--- src/rtl/spi_flash_arbiter.sv ---
// spi_flash_arbiter
//   Shares one SPI configuration flash between two SPI masters (requester 0:
//   bootloader, requester 1: user/warmboot reader). Grants are round-robin.
//   Ownership only changes while the owner's chip select is high. A CS-high
//   guard gap is always inserted before a new owner drives the flash.
//
// Ports
//   clk_48mhz   in   system clock
//   reset       in   synchronous active-high reset
//   rq_req      in   [1:0] per-requester bus request (level)
//   rq_gnt      out  [1:0] per-requester grant, one-hot or zero, registered
//   rq_sck      in   [1:0] per-requester SPI clock
//   rq_mosi     in   [1:0] per-requester SPI MOSI
//   rq_csn      in   [1:0] per-requester chip select, active low
//   rq_miso     out  [1:0] flash MISO routed to the owner, 0 elsewhere
//   flash_clk   out  flash clock / USRMCLKI, registered
//   flash_mosi  out  flash MOSI, registered
//   flash_csn   out  flash chip select / USRMCLKTS, registered, active low
//   flash_miso  in   flash MISO
//   busy        out  high in every state except IDLE
//   dbg_state   out  [1:0] FSM state (0 IDLE, 1 GRANT, 2 GUARD)
//
// Handshake: a requester raises rq_req and waits for its rq_gnt bit; while
// granted its rq_sck/rq_mosi/rq_csn reach the flash one cycle later. The
// grant is only withdrawn on a cycle where that requester's rq_csn is high,
// either because rq_req dropped or because the hold limit expired while the
// other requester is waiting.

module spi_flash_arbiter #(
  parameter int GUARD_CYCLES = 4,
  parameter int HOLD_LIMIT   = 4096
) (
  input  logic       clk_48mhz,
  input  logic       reset,
  input  logic [1:0] rq_req,
  output logic [1:0] rq_gnt,
  input  logic [1:0] rq_sck,
  input  logic [1:0] rq_mosi,
  input  logic [1:0] rq_csn,
  output logic [1:0] rq_miso,
  output logic       flash_clk,
  output logic       flash_mosi,
  output logic       flash_csn,
  input  logic       flash_miso,
  output logic       busy,
  output logic [1:0] dbg_state
);

  localparam int HW = (HOLD_LIMIT < 2) ? 1 : $clog2(HOLD_LIMIT + 1);

  typedef enum logic [1:0] {
    ST_IDLE  = 2'd0,
    ST_GRANT = 2'd1,
    ST_GUARD = 2'd2
  } state_t;

  state_t          r_state, w_state_nxt;
  logic            r_owner, w_owner_nxt;
  logic            r_last,  w_last_nxt;
  logic [1:0]      r_gnt,   w_gnt_nxt;
  logic [HW-1:0]   r_hold,  w_hold_nxt;
  logic [7:0]      r_guard, w_guard_nxt;
  logic            r_fclk,  w_fclk_nxt;
  logic            r_fmosi, w_fmosi_nxt;
  logic            r_fcsn,  w_fcsn_nxt;

  logic            w_other;
  logic            w_pick;
  logic            w_hold_hit;
  logic            w_release;

  assign w_other = ~r_owner;

  // On a tie the requester that did not own the bus last wins.
  assign w_pick = (rq_req == 2'b11) ? ~r_last : rq_req[1];

  assign w_hold_hit = (HOLD_LIMIT != 0) && (r_hold >= HW'(HOLD_LIMIT));

  assign w_release = rq_csn[r_owner] &&
                     (!rq_req[r_owner] || (w_hold_hit && rq_req[w_other]));

  always_comb begin
    w_state_nxt = r_state;
    w_owner_nxt = r_owner;
    w_last_nxt  = r_last;
    w_gnt_nxt   = r_gnt;
    w_hold_nxt  = r_hold;
    w_guard_nxt = r_guard;
    // Bus parked unless the owner is actively driving it.
    w_fclk_nxt  = 1'b0;
    w_fmosi_nxt = 1'b0;
    w_fcsn_nxt  = 1'b1;
    case (r_state)
      ST_IDLE: begin
        w_gnt_nxt = 2'b00;
        if (rq_req != 2'b00) begin
          w_state_nxt = ST_GRANT;
          w_owner_nxt = w_pick;
          w_last_nxt  = w_pick;
          w_gnt_nxt   = w_pick ? 2'b10 : 2'b01;
          w_hold_nxt  = '0;
        end
      end
      ST_GRANT: begin
        if (w_release) begin
          w_state_nxt = ST_GUARD;
          w_gnt_nxt   = 2'b00;
          w_guard_nxt = 8'd0;
        end else begin
          w_fclk_nxt  = rq_sck[r_owner];
          w_fmosi_nxt = rq_mosi[r_owner];
          w_fcsn_nxt  = rq_csn[r_owner];
          if (r_hold < HW'(HOLD_LIMIT)) w_hold_nxt = r_hold + 1'b1;
        end
      end
      ST_GUARD: begin
        w_gnt_nxt = 2'b00;
        if (r_guard == 8'(GUARD_CYCLES - 1)) w_state_nxt = ST_IDLE;
        else                                 w_guard_nxt = r_guard + 8'd1;
      end
      default: begin
        w_state_nxt = ST_IDLE;
        w_gnt_nxt   = 2'b00;
      end
    endcase
  end

  always_ff @(posedge clk_48mhz) begin
    if (reset) begin
      r_state <= ST_IDLE;
      r_owner <= 1'b0;
      r_last  <= 1'b1;
      r_gnt   <= 2'b00;
      r_hold  <= '0;
      r_guard <= 8'd0;
      r_fclk  <= 1'b0;
      r_fmosi <= 1'b0;
      r_fcsn  <= 1'b1;
    end else begin
      r_state <= w_state_nxt;
      r_owner <= w_owner_nxt;
      r_last  <= w_last_nxt;
      r_gnt   <= w_gnt_nxt;
      r_hold  <= w_hold_nxt;
      r_guard <= w_guard_nxt;
      r_fclk  <= w_fclk_nxt;
      r_fmosi <= w_fmosi_nxt;
      r_fcsn  <= w_fcsn_nxt;
    end
  end

  // The grant is nonzero only in GRANT and marks the owner, so it gates MISO.
  assign rq_miso    = r_gnt & {2{flash_miso}};
  assign rq_gnt     = r_gnt;
  assign flash_clk  = r_fclk;
  assign flash_mosi = r_fmosi;
  assign flash_csn  = r_fcsn;
  assign busy       = (r_state != ST_IDLE);
  assign dbg_state  = r_state;

endmodule

--- config.mk ---
export PLATFORM = sky130hd
export DESIGN_NAME = spi_flash_arbiter
export DESIGN_NICKNAME = d
export VERILOG_FILES = /design/src/rtl/spi_flash_arbiter.sv
export SDC_FILE = /design/constraint.sdc
export NUM_CORES = 1
export LEC_CHECK = 0
export ABC_AREA = 1
export BUFFER_PORTS_ARGS = -buffer_cell sky130_fd_sc_hd__buf_2
export CAP_MARGIN = 15
export CORE_MARGIN = 8
export CORE_UTILIZATION = 53
export DETAILED_ROUTE_END_ITERATION = 10
export HOLD_SLACK_MARGIN = 0.05
export PLACE_DENSITY = 0.78
export SYNTH_ARGS = -nofsm -noshare
export SYNTH_HDL_FRONTEND = slang
export SYNTH_SLANG_ARGS = --single-unit
--- constraint.sdc ---
create_clock -name clk_48mhz -period 2.2 [get_ports clk_48mhz]
set_clock_uncertainty 0.1 [all_clocks]
set_input_delay 0.44 -clock clk_48mhz [delete_from_list [all_inputs] [get_ports clk_48mhz]]
set_output_delay 0.44 -clock clk_48mhz [all_outputs]
set_load 0.02 [all_outputs]
Word-level counts from Yosys, hierarchy flattened

Index checks and enable logic that the tools add are counted.

Logic and storage cells: 69
Flip-flop bits (word level): 30
Output and inout port bits: 10
Input bits: 11

Mux-type cells: 26
Add/subtract/negate cells: 2
Magnitude comparators: 4
Equality and inequality tests: 10
Reductions and logical operators: 14
Bitwise logic cells: 4

Operators by type and width:

| operator                                                             | count |
|---|---|
| 13-bit two-way mux                                                   | 3 |
| 13-bit case mux with 2 select lines                                  | 1 |
| 8-bit two-way mux                                                    | 2 |
| 8-bit case mux with 2 select lines                                   | 1 |
| 13-bit by 1-bit adder with 13-bit output, second input constant      | 1 |
| 13-bit greater-or-equal comparator, second input constant            | 1 |
| 13-bit < comparator, second input constant                           | 1 |
| 2-bit two-way mux                                                    | 6 |
| 2-bit != test, second input constant                                 | 6 |
| 1-bit two-way mux                                                    | 11 |
| 8-bit by 1-bit adder with 8-bit output, second input constant        | 1 |
| 8-bit by 2-bit == test with 1-bit output, second input constant      | 1 |
| 2-bit nonzero test                                                   | 4 |
| 2-bit case mux with 3 select lines                                   | 1 |
| 3-bit AND reduction                                                  | 2 |
| 2-bit == test, second input constant                                 | 2 |
| 1-bit by 2-bit < comparator with 1-bit output, second input constant | 2 |
| 2-bit case mux with 2 select lines                                   | 1 |
| 4-bit AND reduction                                                  | 1 |
| 1-bit inverter                                                       | 3 |
| 3-bit OR reduction                                                   | 1 |
| 2-bit bitwise AND                                                    | 1 |
| 2-bit by 1-bit == test with 1-bit output, second input constant      | 1 |
| 1-bit logical AND                                                    | 2 |
| other kinds (4)                                                      | 4 |

Depth between registers and ports, before layout

Depth in word-level cells: 8
Mapped depth: 11
Mapped depth without buffers: 11

Worst setup path after synthesis

Ideal clock, no wire load.

Kind: flip-flop to flip-flop
Start: register r_state[1] (netlist: dbg_state[1])
End: register r_hold[2]
Cell stages (with the launch flop): 9
Buffers on the path: 1
Arrival: 1.322 ns
Library setup time: 0.119 ns
Data required time: 1.981 ns
Period minus slack after synthesis: 1.540 ns
Setup slack: 0.660 ns
Cell sequence: dfxtp_1 -> inv_1 -> nand2_1 -> inv_2 -> nand3_4 -> nand2_4 -> buf_12 -> nor3b_1 -> nor2_1

Longest elaborated chain between the ends: 3
Elaborated cells on any way between the ends: 8

RTL lines:

| what                                                                        | RTL line | source |
|---|---|---|
| from (decl)                                                                 | 57       | `state_t r_state, w_state_nxt;` |
| from (signal assigned)                                                      | 140      | `r_state <= w_state_nxt;` |
| 2-bit by 1-bit == test with 1-bit output or 2-bit zero test (tied branches) | 93       | `case (r_state)` |
| 2-bit != test (no source line) or 2-bit nonzero test (tied branches)        | --       |  |
| 4-bit AND reduction (no source line)                                        | --       |  |
| to (signal assigned)                                                        | 144      | `r_hold <= w_hold_nxt;` |
| to (decl)                                                                   | 61       | `logic [HW-1:0] r_hold, w_hold_nxt;` |

Several ways; a longest one is shown, not always the timed one.
A chain may end at the register's enable or synchronous reset.

Worst setup path in the final report

Start: register r_state[1] (netlist: dbg_state[1])
End: register r_hold[7]

The elaborated chain is that of the path after synthesis.

==> reports/metrics.cfg <==
[setup_path]
crit_path_end_kind=flip-flop
rr_startpoint=dbg_state[1]$_SDFFE_PP0P_
arrival_ns=1.77
worstSetupPathType=reg -> reg
rrSetupSlack_ns=0.55
critPathMaxStageDelay_ns=0.37
required_ns=2.33
r2r-end=r_hold[7]$_SDFFE_PP0P_
slowest_stage=dfxtp_1
rr_worst_depth=9
cpMostUsedCell=inv_2
startpoint_type=flip-flop
path_cells=inv_1 > nand2_1 > inv_2 > nand3_4 > nand2_4 > inv_2 > nand3_2 > nor2_1 > nor2_2
cp_max_fo=15

[final_layout]
multi_input_area_sq_um=883
final_common_cell=nand2_1
diodes=0
seqCellArea_sq_um=601
syn2layout_area_growth_pct=10.1
drive_above_1_share=0.206
fillers=285
final_cell_mix=nand2_1, inv_1, nor2_1, dfxtp_1, nand3_1
final_nets=276

[timing]
worst_pin_slew_ns=0.339
setup_viol=0
setup_tns_ns=0
fin_crit_ns=1.65
drv_slew=0
max_freq_mhz=608
grt_setup_unrepaired=false
period_share=0.748
worst_slack_ns=0.554
hold_viol=0
slew_headroom=0.774

[floorplanning]
rows=20
dieArea_sq_mm=0.00514
die_w_um=71.7
core-area_sq_mm=0.00300
io_pins=21
die_y_um=71.7
initial_core_util=0.547

[placed_design]
gp_congestion=0.832
dp_slack_ns=0.427
portBuffers=20
place_hpwl_um=2570

[detailed_routing]
drtIter0Drc=114
vias=1516
ant_nets=0
wl_um=3370
wl_per_cell_um=11.4
via_per_inst=5.14
drc=0
drt-pass1-iter-count=4

[yosys]
synthSimpleGateAreaFrac=0.378
synth.mux.area_fraction=0
ys_warn_count=0
synth.avg_cell_area_sq_um=6.93
netlist_instances=237
synth.yosys.seq_area_share=0.366
synth_nets=251
synth.distinct_cells=32
ys_ff_latch=30
synth_fa_ha_area_frac=0.0228
syn_area_sq_mm=0.00164
synth_xor_xnor_area_share=0.0107
synth_compound_area_frac=0.126
synth_top_family_by_area=simple AND/OR/NAND/NOR gates

[power]
p_int_uw=732
p_per_area_mw_per_mm2=591
switching_share=0.315
power.leakage_nw=0.770
ir_worst_vdd_uv=268
p_switching_uw=336
pwr-share-comb=0.176
power_frac_seq=0.542
p_clk_frac=0.282

[clock_network]
root_buffer=clkbuf_4
htreeDepth=2
cts_tree=built
clock_latency_ns=0.33
cts_buffer_depth=2
post-cts-setup-buffer-count=0
cts_buffers=5
cts_sinks=30
cts.reportedPaths.clkPinSlew_ns=0.09
hold_buffers=0
cts_resized=0

[global_route]
grt_pass1_wl_um=5880
grt_usage=0.141
grt_pass1_vias=1378
grt_start_max_net_pins=16
antenna_found_initial=0
grt-ovfl-total=0

[min_path]
min_path_cells=3
hold_path.class=in -> reg
hp-start=rq_sck[0]
holdPathEnd=flash_clk$_SDFF_PP0_

[job]
cap_violations=0

[outcome]
outcome=finished clean

==> power groups by stage <==
| stage | logic, mW | registers (mW) | clock network (mW) |
|---|---|---|---|
| final | 0.188 | 0.579 | 0.301 |
| after global routing | 0.210 | 0.583 | 0.335 |
| after CTS | 0.190 | 0.579 | 0.314 |
| after detailed placement | 0.190 | 0.591 | 0 |
| after global placement | 0.185 | 0.591 | 0 |
| after floorplan | 0.141 | 0.600 | 0 |
==> Yosys cell counts (all sizes together) <==
master / instances / area share
a211o: 1 / 0.0053
a21boi: 1 / 0.0046
a21oi: 17 / 0.061
a22oi: 1 / 0.0046
a31o: 1 / 0.0053
buf: 1 / 0.012
clkbuf: 1 / 0.0023
dfxtp: 30 / 0.37
ha: 3 / 0.023
inv: 36 / 0.082
nand2: 61 / 0.16
nand3: 23 / 0.081
nand4: 5 / 0.019
nor2: 35 / 0.091
nor3: 3 / 0.0091
nor3b: 2 / 0.0091
o21ai: 9 / 0.030
o21bai: 2 / 0.016
or2: 3 / 0.011
xor2: 2 / 0.011
==> critical path, delay by kind of cell (launching register included) <==
kind,cells,cell delay (ns)
flip-flops,1,0.37
buffers and inverters,3,0.35
AND/OR/NAND/NOR,6,0.72
==> routing by layer <==
| metal | global-route usage | up-vias | routed length, um |
|---|---|---|---|
| met5 | 0 | - | 0 |
| met4 | 0.0499 | 0 | 43 |
| met3 | 0.0558 | 7 | 258 |
| met2 | 0.216 | 32 | 1440 |
| met1 | 0.173 | 669 | 1620 |
| li1 | - | 808 | - |
==> how the worst max path moves through the flow <==
stage | start | endpoint | depth (start not counted)
6_report | dbg_state[1]$_SDFFE_PP0P_ | r_hold[7]$_SDFFE_PP0P_ | 9
5_1_grt | dbg_state[0]$_SDFFE_PP0P_ | r_hold[0]$_SDFFE_PP0P_ | 7
4_1_cts | dbg_state[1]$_SDFFE_PP0P_ | r_hold[7]$_SDFFE_PP0P_ | 9
3_5_place_dp | rq_req[1] | r_hold[0]$_SDFFE_PP0P_ | 8
3_3_place_gp | rq_req[1] | r_hold[0]$_SDFFE_PP0P_ | 8
2_1_floorplan | dbg_state[1]$_SDFFE_PP0P_ | r_hold[2]$_SDFFE_PP0P_ | 8
==> cells by family (layout without fill, tap and decap cells) <==
kind of cell | Yosys count | after routing
buffers and inverters | 38 | 63
XOR/XNOR | 2 | 2
AO/OA/AOI/OAI | 32 | 32
AND/OR/NAND/NOR | 132 | 132
flip-flops | 30 | 30
adder cells (fa/ha/maj) | 3 | 3
==> through the flow <==
stage	cell area [sq um]	instances	utilization	power (mW)	hold WS (ns)
after CTS	1810	295	0.602	1.08	0.243
after global routing	1810	295	0.602	1.13	0.254
after floorplan	1640	237	-	0.741	0.330
after detailed placement	1760	288	0.586	0.781	0.355
final	1810	295	0.602	1.07	0.250
after global placement	1760	288	0.586	0.776	0.344
==> layout make-up <==
class | count | share of cell area
sequential | 30 | 0.332
timing repair buffer | 20 | 0.0554
tap | 33 | 0.0228
multi-input combinational | 169 | 0.489
inverter | 36 | 0.0747
clock buffer | 5 | 0.0208
clock inverter | 2 | 0.00554
==> flip-flops by register name, indices dropped and copies added (netlist names) <==
register,cells
r_hold,13
r_guard,8
dbg_state,2
rq_gnt,2
flash_clk,1
flash_csn,1
flash_mosi,1
r_last,1
r_owner,1
(Power assumes the default switching activity.)
